<file path="src/rtl/ether_firewall.sv">
// ether_firewall: strips the 14-byte Ethernet header from an MSB-first RMII dibit stream
// and forwards the payload of frames addressed to MAC_ADDR. Defining
// ETHER_FIREWALL_BROADCAST_EN also accepts the all-ones broadcast destination.
module ether_firewall #(
    parameter logic [47:0] MAC_ADDR   = 48'h69_69_5A_06_54_91,
    parameter int          HDR_DIBITS = 56
) (
    input  logic       clk,
    input  logic       rst,
    input  logic       axiiv,
    input  logic [1:0] axiid,
    output logic       axiov,
    output logic [1:0] axiod,
    output logic       frame_ok,
    output logic       frame_drop
);
    typedef enum logic [2:0] {IDLE, DEST, HDR, PASS, DROP} state_t;
    localparam logic [5:0] DEST_LAST = 6'd23;
    localparam logic [5:0] HDR_LAST  = 6'(HDR_DIBITS - 1);
    state_t      r_state;
    logic [5:0]  r_cnt;
    logic        r_mac_hit;
    logic        r_seen_gap;
    logic [47:0] w_mac_sh;
    logic        w_mac_eq;
    logic        w_accept;
    assign w_mac_sh = MAC_ADDR << {r_cnt, 1'b0};
    assign w_mac_eq = axiid == w_mac_sh[47:46];
`ifdef ETHER_FIREWALL_BROADCAST_EN
    logic r_bc_hit;
    assign w_accept = r_mac_hit | r_bc_hit;
`else
    assign w_accept = r_mac_hit;
`endif
    // Frame FSM: match destination, skip header, forward or discard payload, report frame end.
    // r_seen_gap keeps a frame already in flight at reset from being parsed as a new frame.
    always_ff @(posedge clk) begin
        if (rst) begin
            r_state    <= IDLE;
            r_cnt      <= '0;
            r_mac_hit  <= 1'b1;
            r_seen_gap <= 1'b0;
            axiov      <= 1'b0;
            axiod      <= 2'b00;
            frame_ok   <= 1'b0;
            frame_drop <= 1'b0;
`ifdef ETHER_FIREWALL_BROADCAST_EN
            r_bc_hit   <= 1'b1;
`endif
        end else begin
            axiov      <= 1'b0;
            frame_ok   <= 1'b0;
            frame_drop <= 1'b0;
            if (!axiiv) begin
                r_seen_gap <= 1'b1;
                r_state    <= IDLE;
                r_cnt      <= '0;
                r_mac_hit  <= 1'b1;
                frame_ok   <= r_state == PASS;
                frame_drop <= r_state != PASS && r_state != IDLE;
`ifdef ETHER_FIREWALL_BROADCAST_EN
                r_bc_hit   <= 1'b1;
`endif
            end else begin
                case (r_state)
                    IDLE: begin
                        if (r_seen_gap) begin
                            r_state   <= DEST;
                            r_cnt     <= 6'd1;
                            r_mac_hit <= w_mac_eq;
`ifdef ETHER_FIREWALL_BROADCAST_EN
                            r_bc_hit  <= axiid == 2'b11;
`endif
                        end else begin
                            r_state <= DROP;
                        end
                    end
                    DEST: begin
                        r_cnt     <= r_cnt + 6'd1;
                        r_mac_hit <= r_mac_hit & w_mac_eq;
`ifdef ETHER_FIREWALL_BROADCAST_EN
                        r_bc_hit  <= r_bc_hit & (axiid == 2'b11);
`endif
                        if (r_cnt == DEST_LAST) r_state <= HDR;
                    end
                    HDR: begin
                        r_cnt <= r_cnt + 6'd1;
                        if (r_cnt == HDR_LAST) r_state <= w_accept ? PASS : DROP;
                    end
                    PASS: begin
                        axiov <= 1'b1;
                        axiod <= axiid;
                    end
                    default: ;
                endcase
            end
        end
    end
endmodule

</file>
<file path="config.mk">
export PLATFORM = sky130hd
export DESIGN_NAME = ether_firewall
export DESIGN_NICKNAME = d
export VERILOG_FILES = /design/src/rtl/ether_firewall.sv
export SDC_FILE = /design/constraint.sdc
export NUM_CORES = 1
export LEC_CHECK = 0
export CORE_MARGIN = 1
export CORE_UTILIZATION = 30
export CTS_CLUSTER_SIZE = 20
export DETAILED_ROUTE_END_ITERATION = 7
export SYNTH_ARGS = -nofsm -noshare
export SYNTH_HDL_FRONTEND = slang
export SYNTH_SLANG_ARGS = --single-unit
export TNS_END_PERCENT = 50
</file>
<file path="constraint.sdc">
create_clock -name clk -period 2.6 [get_ports clk]
set_clock_uncertainty 0.1 [all_clocks]
set_input_delay 0.26 -clock clk [delete_from_list [all_inputs] [get_ports clk]]
set_output_delay 0.26 -clock clk [all_outputs]
set_load 0.02 [all_outputs]
</file>
Word level (Yosys, flattened, before mapping)
Index checks and enable logic that the tools add are counted.
{ "classes": {"addsub": 1, "n_mul": 0, "div": 0, "magnitude_cmp": 0, "n_eq_ne": 10, "n_shift": 1, "n_mux": 10, "bitwise_logic": 2, "reduce_logical": 13} }
{ "op_table": {"columns": ["cell", "n"], "rows": [
  ["left shift 47 x 7 -> 48 bit, first input constant", 1],
  ["two-way mux 3 bit", 4],
  ["case mux 6 bit (2 select lines)", 1],
  ["case mux 3 bit (3 select lines)", 1],
  ["adder 6 x 1 -> 6 bit, second input constant", 1],
  ["== test 3 x 2 -> 1 bit, second input constant", 2],
  ["== test 6 x 5 -> 1 bit, second input constant", 1],
  ["== test 6 bit, second input constant", 1],
  ["two-way mux 6 bit", 1],
  ["inequality test 2 bit, second input constant", 3],
  ["AND reduction 2 bit", 3],
  ["nonzero test 3 bit", 2],
  ["OR reduction 2 bit", 3],
  ["nonzero test 2 bit", 2],
  ["== test 3 x 1 -> 1 bit, second input constant", 1],
  ["logical NOT 3 bit", 1],
  ["inequality test 3 x 2 -> 1 bit, second input constant", 1],
  ["AND reduction 3 bit", 1],
  ["== test 2 bit", 1],
  ["two-way mux 1 bit", 2],
  ["case mux 1 bit (2 select lines)", 1],
  ["bitwise AND 1 bit", 1],
  ["logical AND 1 bit", 1],
  ["inverter 1 bit", 1]
]} }
{ "totals": {"register_bits": 16, "latchBits": 0, "ram_bits": 0, "romBits": 0, "in_bits": 5, "out_inout_bits": 5, "elab_cells": 45, "memories": 0} }

Logic depth before layout (Yosys ltp)
Gate-level depths: netlist (run 1).
{ "logic_depth": {"ltp_word": 4, "depth_mapped": 7, "depth_no_buf": 7} }

Least setup slack after synthesis (run 1)
OpenSTA, ideal clock, no wires.
{ "synth_timing": {"path_type": "flip-flop to flip-flop", "start": "register r_cnt[0]", "end": "register r_mac_hit", "setup_time_ns": 0.058, "arrival_time_ns": 1.618, "required_ns": 2.442, "slack_ns": 0.824, "stages_incl_launch_ff": 7, "path_buffers": 0, "period_less_slack_ns": 1.776, "cell_sequence": "dfxtp_1 -> inv_1 -> ha_1 -> or3_1 -> a31oi_1 -> mux2i_1 -> o211a_1"} }
{ "synth_between": {"elab_chain_len": 4, "elab_cells_between_ends": 5, "classes_between": "eq/ne: 1; shift: 1; mux: 2; bitwise: 1"} }
{ "synth_rtl": {"columns": ["element", "line_no", "text"], "rows": [
  ["from (decl)", "21", "logic [5:0] r_cnt;"],
  ["from (signal assigned)", "79", "r_cnt <= r_cnt + 6'd1;"],
  ["from (signal assigned)", "87", "r_cnt <= r_cnt + 6'd1;"],
  ["left shift 47 x 7 -> 48 bit (*)", "27", "assign w_mac_sh = MAC_ADDR << {r_cnt, 1'b0};"],
  ["== test 2 bit (*)", "28", "assign w_mac_eq = axiid == w_mac_sh[47:46];"],
  ["bitwise AND 1 bit or two-way mux 1 bit (tied branches)", "80, 67", null],
  ["case mux 1 bit (2 select lines) (*)", "65", "case (r_state)"],
  ["to (signal assigned)", "70", "r_mac_hit <= w_mac_eq;"],
  ["to (signal assigned)", "80", "r_mac_hit <= r_mac_hit & w_mac_eq;"],
  ["to (decl)", "22", "logic r_mac_hit;"]
]} }
Every way passes the cells marked *; elsewhere a longest branch is shown, timed or not. The select of a mux whose other input is x is not followed.
A chain may end at the register's enable or synchronous reset.

Worst setup path after layout (run 1)
Ends and elaborated chain as after synthesis.

==> results of run 1 <==
-- cells in the mapped netlist, drive strengths merged (2+ instances only) --
cell / number
inv: 7
a21o: 2
xnor2: 2
xor2: 2
nand3: 2
a211oi: 4
nor2: 13
nor3: 5
mux2i: 5
nand4: 3
ha: 3
o22ai: 2
nor2b: 2
nand2b: 4
a21oi: 8
nand2: 5
a31oi: 2
buf: 7
nor3b: 2
dfxtp: 16
nor4: 2
and2: 2
o21ai: 2
-- layout by cell type (no fill, tap or decap), types with 3 or more instances in the layout --
master	Yosys	layout
nor3_1	5	5
nand2_1	4	4
ha_1	3	3
nand4_1	3	3
inv_1	6	6
nor2_1	13	13
dfxtp_1	16	16
a21oi_1	8	8
clkbuf_4	0	3
mux2i_1	5	5
clkdlybuf4s50_1	0	9
a211oi_1	3	3
nand2b_1	4	4
-- stage by stage --
| step | hold WS [ns] | cell area (µm²) |
|---|---|---|
| after floorplan | 0.229 | 981 |
| after detailed placement | 0.390 | 1090 |
| after global routing | 0.462 | 1130 |
| after global placement | 0.381 | 1090 |
| after CTS | 0.421 | 1130 |
| final | 0.412 | 1130 |
-- path summary, 6_finish.rpt --
| kind | to | depth (start not counted) | startpoint | slack, ns |
|---|---|---|---|---|
| worst max-delay path | r_mac_hit | 6 | r_cnt[0] | 0.60 |
| worst min-delay path | axiod[1] | 2 | axiod[1] | 0.41 |
| worst max register to register | r_mac_hit | 6 | r_cnt[0] | 0.60 |
| worst min register to register | axiod[1] | 2 | axiod[1] | 0.41 |
-- per-layer routing --
| metal | up-vias | part of all wire (%) |
|---|---|---|
| met2 | 17 | 47 |
| met3 | 4 | 4.2 |
| met1 | 388 | 47 |
| li1 | 438 | - |
| met5 | - | 0 |
| met4 | 0 | 0.94 |
-- cells by family after synthesis --
kind of cell	share of synthesized area, %
buffers and inverters	7.14
AO/OA/AOI/OAI	23.2
AND/OR/NAND/NOR	24.5
XOR/XNOR	3.57
adder cells (fa/ha/maj)	3.83
flip-flops	32.7
multiplexers	5.10
-- worst max-delay path: stages, from the launching register on --
cell,delay [ns]
dfxtp_1,0.45
inv_1,0.14
ha_1,0.36
or3_1,0.31
a31oi_1,0.22
mux2i_1,0.22
o211a_1,0.15
-- sequential cells by signal (all words and copies together), names as in the netlist --
| name | count |
|---|---|
| frame_drop | 1 |
| r_state | 3 |
| r_seen_gap | 1 |
| axiod | 2 |
| r_cnt | 6 |
| r_mac_hit | 1 |
| axiov | 1 |
| frame_ok | 1 |
-- power by group through the flow --
stage	logic, W	clock network (W)	registers, W
6_report	0.0000518	0.000171	0.000264
5_1_grt	0.0000574	0.000185	0.000265
4_1_cts	0.0000519	0.000179	0.000264
3_5_place_dp	0.0000516	0	0.000269
3_3_place_gp	0.0000506	0	0.000269
2_1_floorplan	0.0000379	0	0.000263
-- layout make-up --
type | count | area (µm²) | area share (%)
multi-input cells | 87 | 591 | 52.4
clock buffers | 4 | 36.3 | 3.22
flip-flops and latches | 16 | 320 | 28.4
well taps | 44 | 55.1 | 4.89
repair buffers | 10 | 97.6 | 8.67
inverters | 7 | 26.3 | 2.33
==> run_results.csv, run 1 <==
group,metric,value,unit
placement,post-place-ws,0.572,ns
global_routing,met2_usage,23.4,%
worst_setup_path,cp-start-kind,"flip-flop",
global_routing,groute.usage.overall,14.5,%
global_routing,grt_max_degree,16,
layout,fin_util,36.6,%
global_routing,antenna_found_initial,0,
drt,drc,0,
drt,dr_total_vias,847,
drt,initialDrtViolationCount,15,
drt,drtAntennaViolNets,0,
synthesis,syn-num-nets,125,
worst_setup_path,worst_setup_path_end_kind,"flip-flop",
cts,cts_max_level,1,
die,design.die.area,3500,µm²
synthesis,yosys_warnings,0,
cts,clockBufferDepth,2,
synthesis,netlist_instances,117,
die,core_area,3080,µm²
worst_setup_path,critical_path_class,"flip-flop to flip-flop",
timing,drv_slew,0,
global_routing,grt_util_met1,18.2,%
drt,wl,2230,µm
cts,postCtsSetupBuffers,0,
placement,dp_hpwl,1630,µm
global_routing,first_global_vias,874,
die,rows,20,
synthesis,synth_top_area_share,32.7,%
synthesis,synth_flop_cell,"dfxtp_1",
power,leakage,0.394,nW
cts,cts_resized,0,
timing,worst_slack,0.597,ns
global_routing,overflow,0,
placement,io_buffers,9,
synthesis,yosysTopAreaCell,"dfxtp_1",
synthesis,synth.cell_area,981,µm²
power,ir_drop,0.000231,V
cts,cts_tree,"built",
drt,dr.pass1.iters,4,
power,p_sw_share,25.8,%
timing,setup_violations,0,
layout,nFillCells,330,
synthesis,yosysUniqueCellTypes,43,
cts,cts_root_buffer,"clkbuf_4",
die,io_pins,10,
timing,max_slew_margin,62.7,%
timing,max_freq,499,MHz
timing,hold_violations,0,
power,powerDensity,432,nW/µm²
cts,hold_buffers,0,
cts,cts.sinks,16,
global_routing,use_met3,4.59,%
die,floorplan.initialDensity,31.9,%
drt,via_per_inst,5.04,
synthesis,synth_edf_count,0,
cts,clkTransAtPathRegs,0.10,ns
cts,cts_buffers,3,
timing,timing.setup.tns,0,ns
layout,diodes,0,
cts,clock_latency,0.29,ns
power,power_frac_clock,35.2,%
layout,nets,133,
synthesis,synth.yosys.seq_area_share,32.7,%
synthesis,ys_seq_elements,16,
power,p_int,0.000361,W
placement,dp_cells,164,
power,p_total,0.000487,W
worst_setup_path,crit_path_max_fanout,6,
timing,rsz0062_at_grt,"false",
power,comb_power_share,10.6,%
worst_setup_path,crit_arrival,2.15,ns
layout,area_growth,14.8,%
synthesis,postSynth.asyncResetShare,0,%
global_routing,grt_pass1_wl,3860,µm
timing,worst_pin_slew,0.559,ns
timing,post-route-period-util,77.0,%
timing,min_period,2.00,ns
global_routing,grt.busiest_layer,"met2",
die,die_x,59.2,µm
drt,wl_per_cell,13.2,µm
power,p_seq_share,54.2,%
layout,drive_above_1_share,8.87,%
power,switchingPower,0.000126,W
run_status,status,"finished, final reports clean",
die,dieHeight,59.2,µm
job,drv_cap,0,
worst_hold_path,min-delay-path-class,"flip-flop to flip-flop",
synthesis,syn_avg_cell_area,8.38,µm²
synthesis,yosys-top-cells-area,"dfxtp_1 (33%), mux2i_1 (5.1%), nor2_1 (5.0%)",
placement,gp_congestion,0.824,
worst_setup_path,cp_data_required_time,2.75,ns
layout,fin_cells,168,
Note: power is estimated with default switching activity, not from simulation.
==> run 2: changes to the inputs <==
- clock period: 2.6 -> 1.6 ns (I/O delays scaled with it)
==> run 2 against run 1 <==
The flow now finishes with violations (setup timing). Cell count up 13%. Total power up 59%. Sequential share of layout area down 3.9 points. Via count up 13%. Critical path depth unchanged. Clock power up 33%. Global-route usage up 1.2 points. Worst setup slack worse by 0.66 ns. Largest cell class unchanged. Highest routed layer unchanged.
==> run_results.csv, run 2 (same netlist as run 1, synthesis figures left out) <==
group,metric,value,unit
worst_setup_path,worst_setup_path_end_kind,"flip-flop",
global_routing,antenna_found_initial,0,
cts,cts_buffers,3,
worst_setup_path,ff2ff_path_depth,6,
timing,rsz0062_at_grt,"true",
power,leakage,0.502,nW
drt,wl_met2,1200,µm
global_routing,first_global_vias,912,
layout,multi_input_area,636,µm²
layout,fin_util,43.6,%
worst_hold_path,whs_endpoint,"axiod[0]",
power,switchingPower,0.000204,W
power,comb_power_share,16.7,%
layout,reg.largest.list,"r_cnt (6), r_state (3), axiod (2)",
placement,post-place-ws,-0.0958,ns
run_status,status,"complete, but fails checks",
layout,regArea,329,µm²
timing,timing.setup.tns,-0.0619,ns
layout,mostFrequentLayoutCells,"buf_4 (21), nor2_1 (13), dfxtp_1 (13), clkdlybuf4s50_1 (9), a21oi_1 (8)",
die,design.die.area,3500,µm²
timing,setup_violations,1,
global_routing,overflow,0,
die,core_area,3080,µm²
power,p_total,0.000775,W
timing,hold_violations,0,
layout,fin_cells,189,
placement,dp_hpwl,1860,µm
worst_setup_path,crit_path_max_fanout,4,
die,io_pins,10,
placement,gp_congestion,0.866,
die,dieHeight,59.2,µm
cts,cts_root_buffer,"clkbuf_4",
drt,initialDrtViolationCount,8,
layout,drive_above_1_share,27.6,%
worst_setup_path,critical_path_class,"flip-flop to flip-flop",
power,powerDensity,578,nW/µm²
drt,via_per_inst,5.05,
worst_setup_path,r2r_start,"r_cnt[1]",
die,rows,20,
timing,min_period,1.66,ns
drt,wl,2410,µm
power,p_seq_share,53.9,%
worst_hold_path,whs_path_depth,2,
worst_hold_path,hold_path_startpoint,"axiod[0]",
job,drv_cap,0,
timing,drv_slew,0,
cts,clockBufferDepth,2,
drt,wl_met1,1110,µm
layout,largest_register_ffs,6,
layout,nets,154,
cts,clkTransAtPathRegs,0.09,ns
layout,nFillCells,317,
global_routing,groute.usage.overall,15.7,%
global_routing,grt_max_degree,10,
worst_setup_path,cp-start-kind,"flip-flop",
layout,final_common_cell,"buf_4",
global_routing,grt_pass1_wl,4130,µm
layout,diodes,0,
timing,max_slew_margin,77.8,%
drt,drc,0,
cts,cts.sinks,16,
timing,worst_pin_slew,0.333,ns
worst_setup_path,r2r_slack,-0.06,ns
timing,max_freq,602,MHz
placement,io_buffers,9,
drt,dr.max_layer_used,"met4",
drt,wl_per_cell,12.8,µm
worst_setup_path,cp_data_required_time,1.74,ns
cts,clock_latency,0.29,ns
cts,cts_max_level,1,
drt,dr.pass1.iters,4,
power,p_int,0.000571,W
power,power_frac_clock,29.4,%
layout,area_growth,36.9,%
die,die_x,59.2,µm
worst_setup_path,r2r_end,"r_mac_hit",
worst_hold_path,min-delay-path-class,"flip-flop to flip-flop",
die,floorplan.initialDensity,31.9,%
cts,hold_buffers,0,
run_status,violations,"setup timing",
layout,top_register,"r_cnt",
cts,postCtsSetupBuffers,0,
drt,dr_total_vias,954,
power,ir_drop,0.000317,V
cts,cts_tree,"built",
power,p_sw_share,26.3,%
worst_setup_path,crit_arrival,1.80,ns
drt,wl_met3,94,µm
placement,dp_cells,185,
timing,post-route-period-util,104,%
timing,worst_slack,-0.0619,ns
drt,drtAntennaViolNets,0,
run 2: cell count changes in the layout (fill, tap and decap cells not counted), sizes merged:
cell	change
buf	+21
run 2: final cells by class:
cell class	instances	share of cell area (%)
Multi-Input combinational cell	87	47.3
Sequential cell	16	24.5
Inverter	7	2.14
Tap cell	44	4.10
Timing Repair Buffer	31	19.9
Clock buffer	4	1.96
run 2: worst max-delay path by stage:
| stage | startpoint | endpoint | depth (start not counted) |
|---|---|---|---|
| final | r_cnt[1] | r_mac_hit | 6 |
| after global routing | r_cnt[1] | r_mac_hit | 6 |
| after CTS | r_cnt[1] | r_mac_hit | 6 |
| after detailed placement | axiiv | r_mac_hit | 6 |
| after global placement | r_cnt[1] | r_mac_hit | 6 |
| after floorplan | r_cnt[1] | r_mac_hit | 6 |
run 2: per-stage QoR:
step	hold slack [ns]	instance area, µm²
detailed placement	0.407	1280
finish	0.420	1340
global placement	0.384	1280
global route	0.461	1340
floorplan	0.129	1000
CTS	0.428	1310
run 2: layer usage:
layer  vias to the layer above  track usage, %
met5                         -               0
met4                         0            6.80
met3                         2            3.49
met2                        17            25.8
met1                       451            19.5
li1                        484               -
run 2: power groups by stage:
stage / Combinational [W] / Clock, W / Sequential, W
CTS: 0.000125 / 0.000238 / 0.000418
global route: 0.000143 / 0.000258 / 0.000419
finish: 0.000130 / 0.000228 / 0.000418
detailed placement: 0.000124 / 0 / 0.000427
global placement: 0.000122 / 0 / 0.000426
floorplan: 0.0000640 / 0 / 0.000427
run 2: what timing repair did:
item,4_1_cts,5_1_grt
endpoints found under the hold margin,0,0
resized for setup,1,6
pin swaps,1,4
setup endpoints to repair,1,6
run 2: worst max-delay path, cell delays in order (launching register included):
cell and delay, ns:
dfxtp_4 0.40, inv_4 0.05, ha_4 0.23, or3_4 0.34
a31oi_4 0.17, mux2i_1 0.19, o211a_1 0.14
==> run 3: changes to the inputs <==
- CORE_UTILIZATION: 30 -> 45
- CTS_BUF_LIST: unset -> sky130_fd_sc_hd__clkbuf_16
- PLACE_DENSITY: unset -> 0.68
==> run 3 against run 2 <==
The run still ends with setup timing left. Critical path depth unchanged. Total power increased by 34%. Cell count decreased by 9.0%. Non-clock buffer count unchanged. Register-to-register slack got worse by 0.03 ns.
==> run_results.csv, run 3 (same netlist as run 1, synthesis figures left out) <==
group,metric,value,unit
timing,holdWs,0.398,ns
layout,diodes,0,
timing,max_slew_margin,78.4,%
timing,setup_violations,1,
timing,worst_pin_slew,0.323,ns
placement,io_buffers,9,
die,io_pins,10,
cts,clockBufferDepth,2,
worst_setup_path,r2r_slack,-0.09,ns
die,dieHeight,48.7,µm
cts,cts_buffers,3,
timing,hold_violations,0,
worst_setup_path,r2r_start,"r_cnt[1]",
power,ir_drop,0.000580,V
layout,top_register,"r_cnt",
layout,area_growth,38.8,%
drt,drtAntennaViolNets,0,
drt,initialDrtViolationCount,24,
die,die_x,48.7,µm
worst_setup_path,r2r_end,"r_mac_hit",
drt,dr_total_vias,996,
cts,cts.sinks,16,
cts,clkTransAtPathRegs,0.05,ns
die,rows,16,
timing,rsz0062_at_grt,"true",
run_status,status,"complete, but fails checks",
timing,timing.setup.tns,-0.0935,ns
layout,final_common_cell,"buf_4",
worst_hold_path,hold_path_startpoint,"axiod[1]",
cts,cts_tree,"built",
drt,wl_per_cell,15.0,µm
global_routing,first_global_vias,986,
timing,worst_slack,-0.0935,ns
cts,clock_latency,0.24,ns
timing,post-route-period-util,106,%
cts,hold_buffers,0,
worst_hold_path,whs_endpoint,"axiod[1]",
worst_setup_path,cp_data_required_time,1.69,ns
global_routing,grt_max_degree,13,
worst_setup_path,ff2ff_path_depth,6,
global_routing,antenna_found_initial,0,
layout,nets,154,
global_routing,groute.usage.overall,22.8,%
worst_setup_path,crit_path_max_fanout,4,
placement,gp_congestion,0.850,
layout,mostFrequentLayoutCells,"buf_4 (22), nor2_1 (13), dfxtp_1 (13), clkdlybuf4s50_1 (9), a21oi_1 (8)",
drt,drc,0,
worst_hold_path,min-delay-path-class,"flip-flop to flip-flop",
global_routing,grt_pass1_wl,4240,µm
worst_setup_path,critical_path_class,"flip-flop to flip-flop",
die,core_area,2000,µm²
timing,drv_slew,0,
drt,via_per_inst,5.79,
worst_setup_path,worst_setup_path_end_kind,"flip-flop",
timing,max_freq,590,MHz
layout,reg.largest.list,"r_cnt (6), r_state (3), axiod (2)",
cts,cts_root_buffer,"clkbuf_16",
layout,design_area,1360,µm²
timing,min_period,1.69,ns
drt,dr.pass1.iters,5,
layout,drive_above_1_share,29.0,%
layout,largest_register_ffs,6,
worst_hold_path,whs_path_depth,2,
placement,dp_hpwl,1820,µm
layout,fin_util,68.0,%
drt,wl,2580,µm
die,design.die.area,2370,µm²
global_routing,overflow,0,
power,powerDensity,761,nW/µm²
worst_setup_path,cp-start-kind,"flip-flop",
power,leakage,0.520,nW
run_status,violations,"setup timing",
cts,cts_max_level,1,
placement,placed_area,1240,µm²
job,drv_cap,0,
placement,post-place-ws,-0.0834,ns
worst_setup_path,crit_arrival,1.78,ns
die,floorplan.initialDensity,49.0,%
run 3: per-layer routing:
layer  track usage, %  up-vias  part of all wire [%]
met5                0        -                     0
met4             8.33        0                   1.9
met3             3.46        8                   3.9
met1             26.0      481                    41
met2             42.4       27                    53
li1                 -      480                     -
run 3: final cells by class:
type,instances,area (µm²)
Sequential cell,16,327
Fill cell,161,641
Tap cell,27,33.8
Timing Repair Buffer,31,255
Clock inverter,1,3.75
Inverter,7,28.8
Clock buffer,3,75.1
Multi-Input combinational cell,87,638
run 3: power breakdown:
group / leakage (nW) / switching [W] / internal [W]
combinational: 0.350 / 0.0000617 / 0.0000677
sequential: 0.131 / 0.0000140 / 0.000408
clock: 0.0385 / 0.000153 / 0.000331
run 3: through the flow:
stage	cells	power (W)
CTS	171	0.00103
floorplan	117	0.000491
finish	172	0.00104
detailed placement	167	0.000550
global placement	167	0.000546
global route	172	0.00107
run 3: worst max-delay path by stage:
| stage | depth (start not counted) | startpoint | end | slack (ns) |
|---|---|---|---|---|
| finish | 6 | r_cnt[1] | r_mac_hit | -0.09 |
| global route | 6 | r_cnt[1] | r_mac_hit | -0.16 |
| CTS | 6 | r_cnt[1] | r_mac_hit | -0.09 |
| detailed placement | 6 | r_cnt[1] | r_mac_hit | -0.08 |
| global placement | 6 | rst | r_mac_hit | -0.03 |
| floorplan | 6 | r_cnt[1] | r_mac_hit | -0.002 |
run 3: repair_timing:
| action | CTS | global route |
|---|---|---|
| endpoints found under the setup margin | 1 | 4 |
| resized for setup | 0 | 7 |
| pin swaps | 1 | 3 |
| buffers inserted | 0 | 1 |
run 3: worst max-delay path, cell delays in order (launching register included):
cell and delay (ns):
dfxtp_4 0.38, ha_2 0.19, nand2_2 0.06, a21o_1 0.17
a221oi_2 0.30, mux2i_1 0.26, o211a_1 0.18
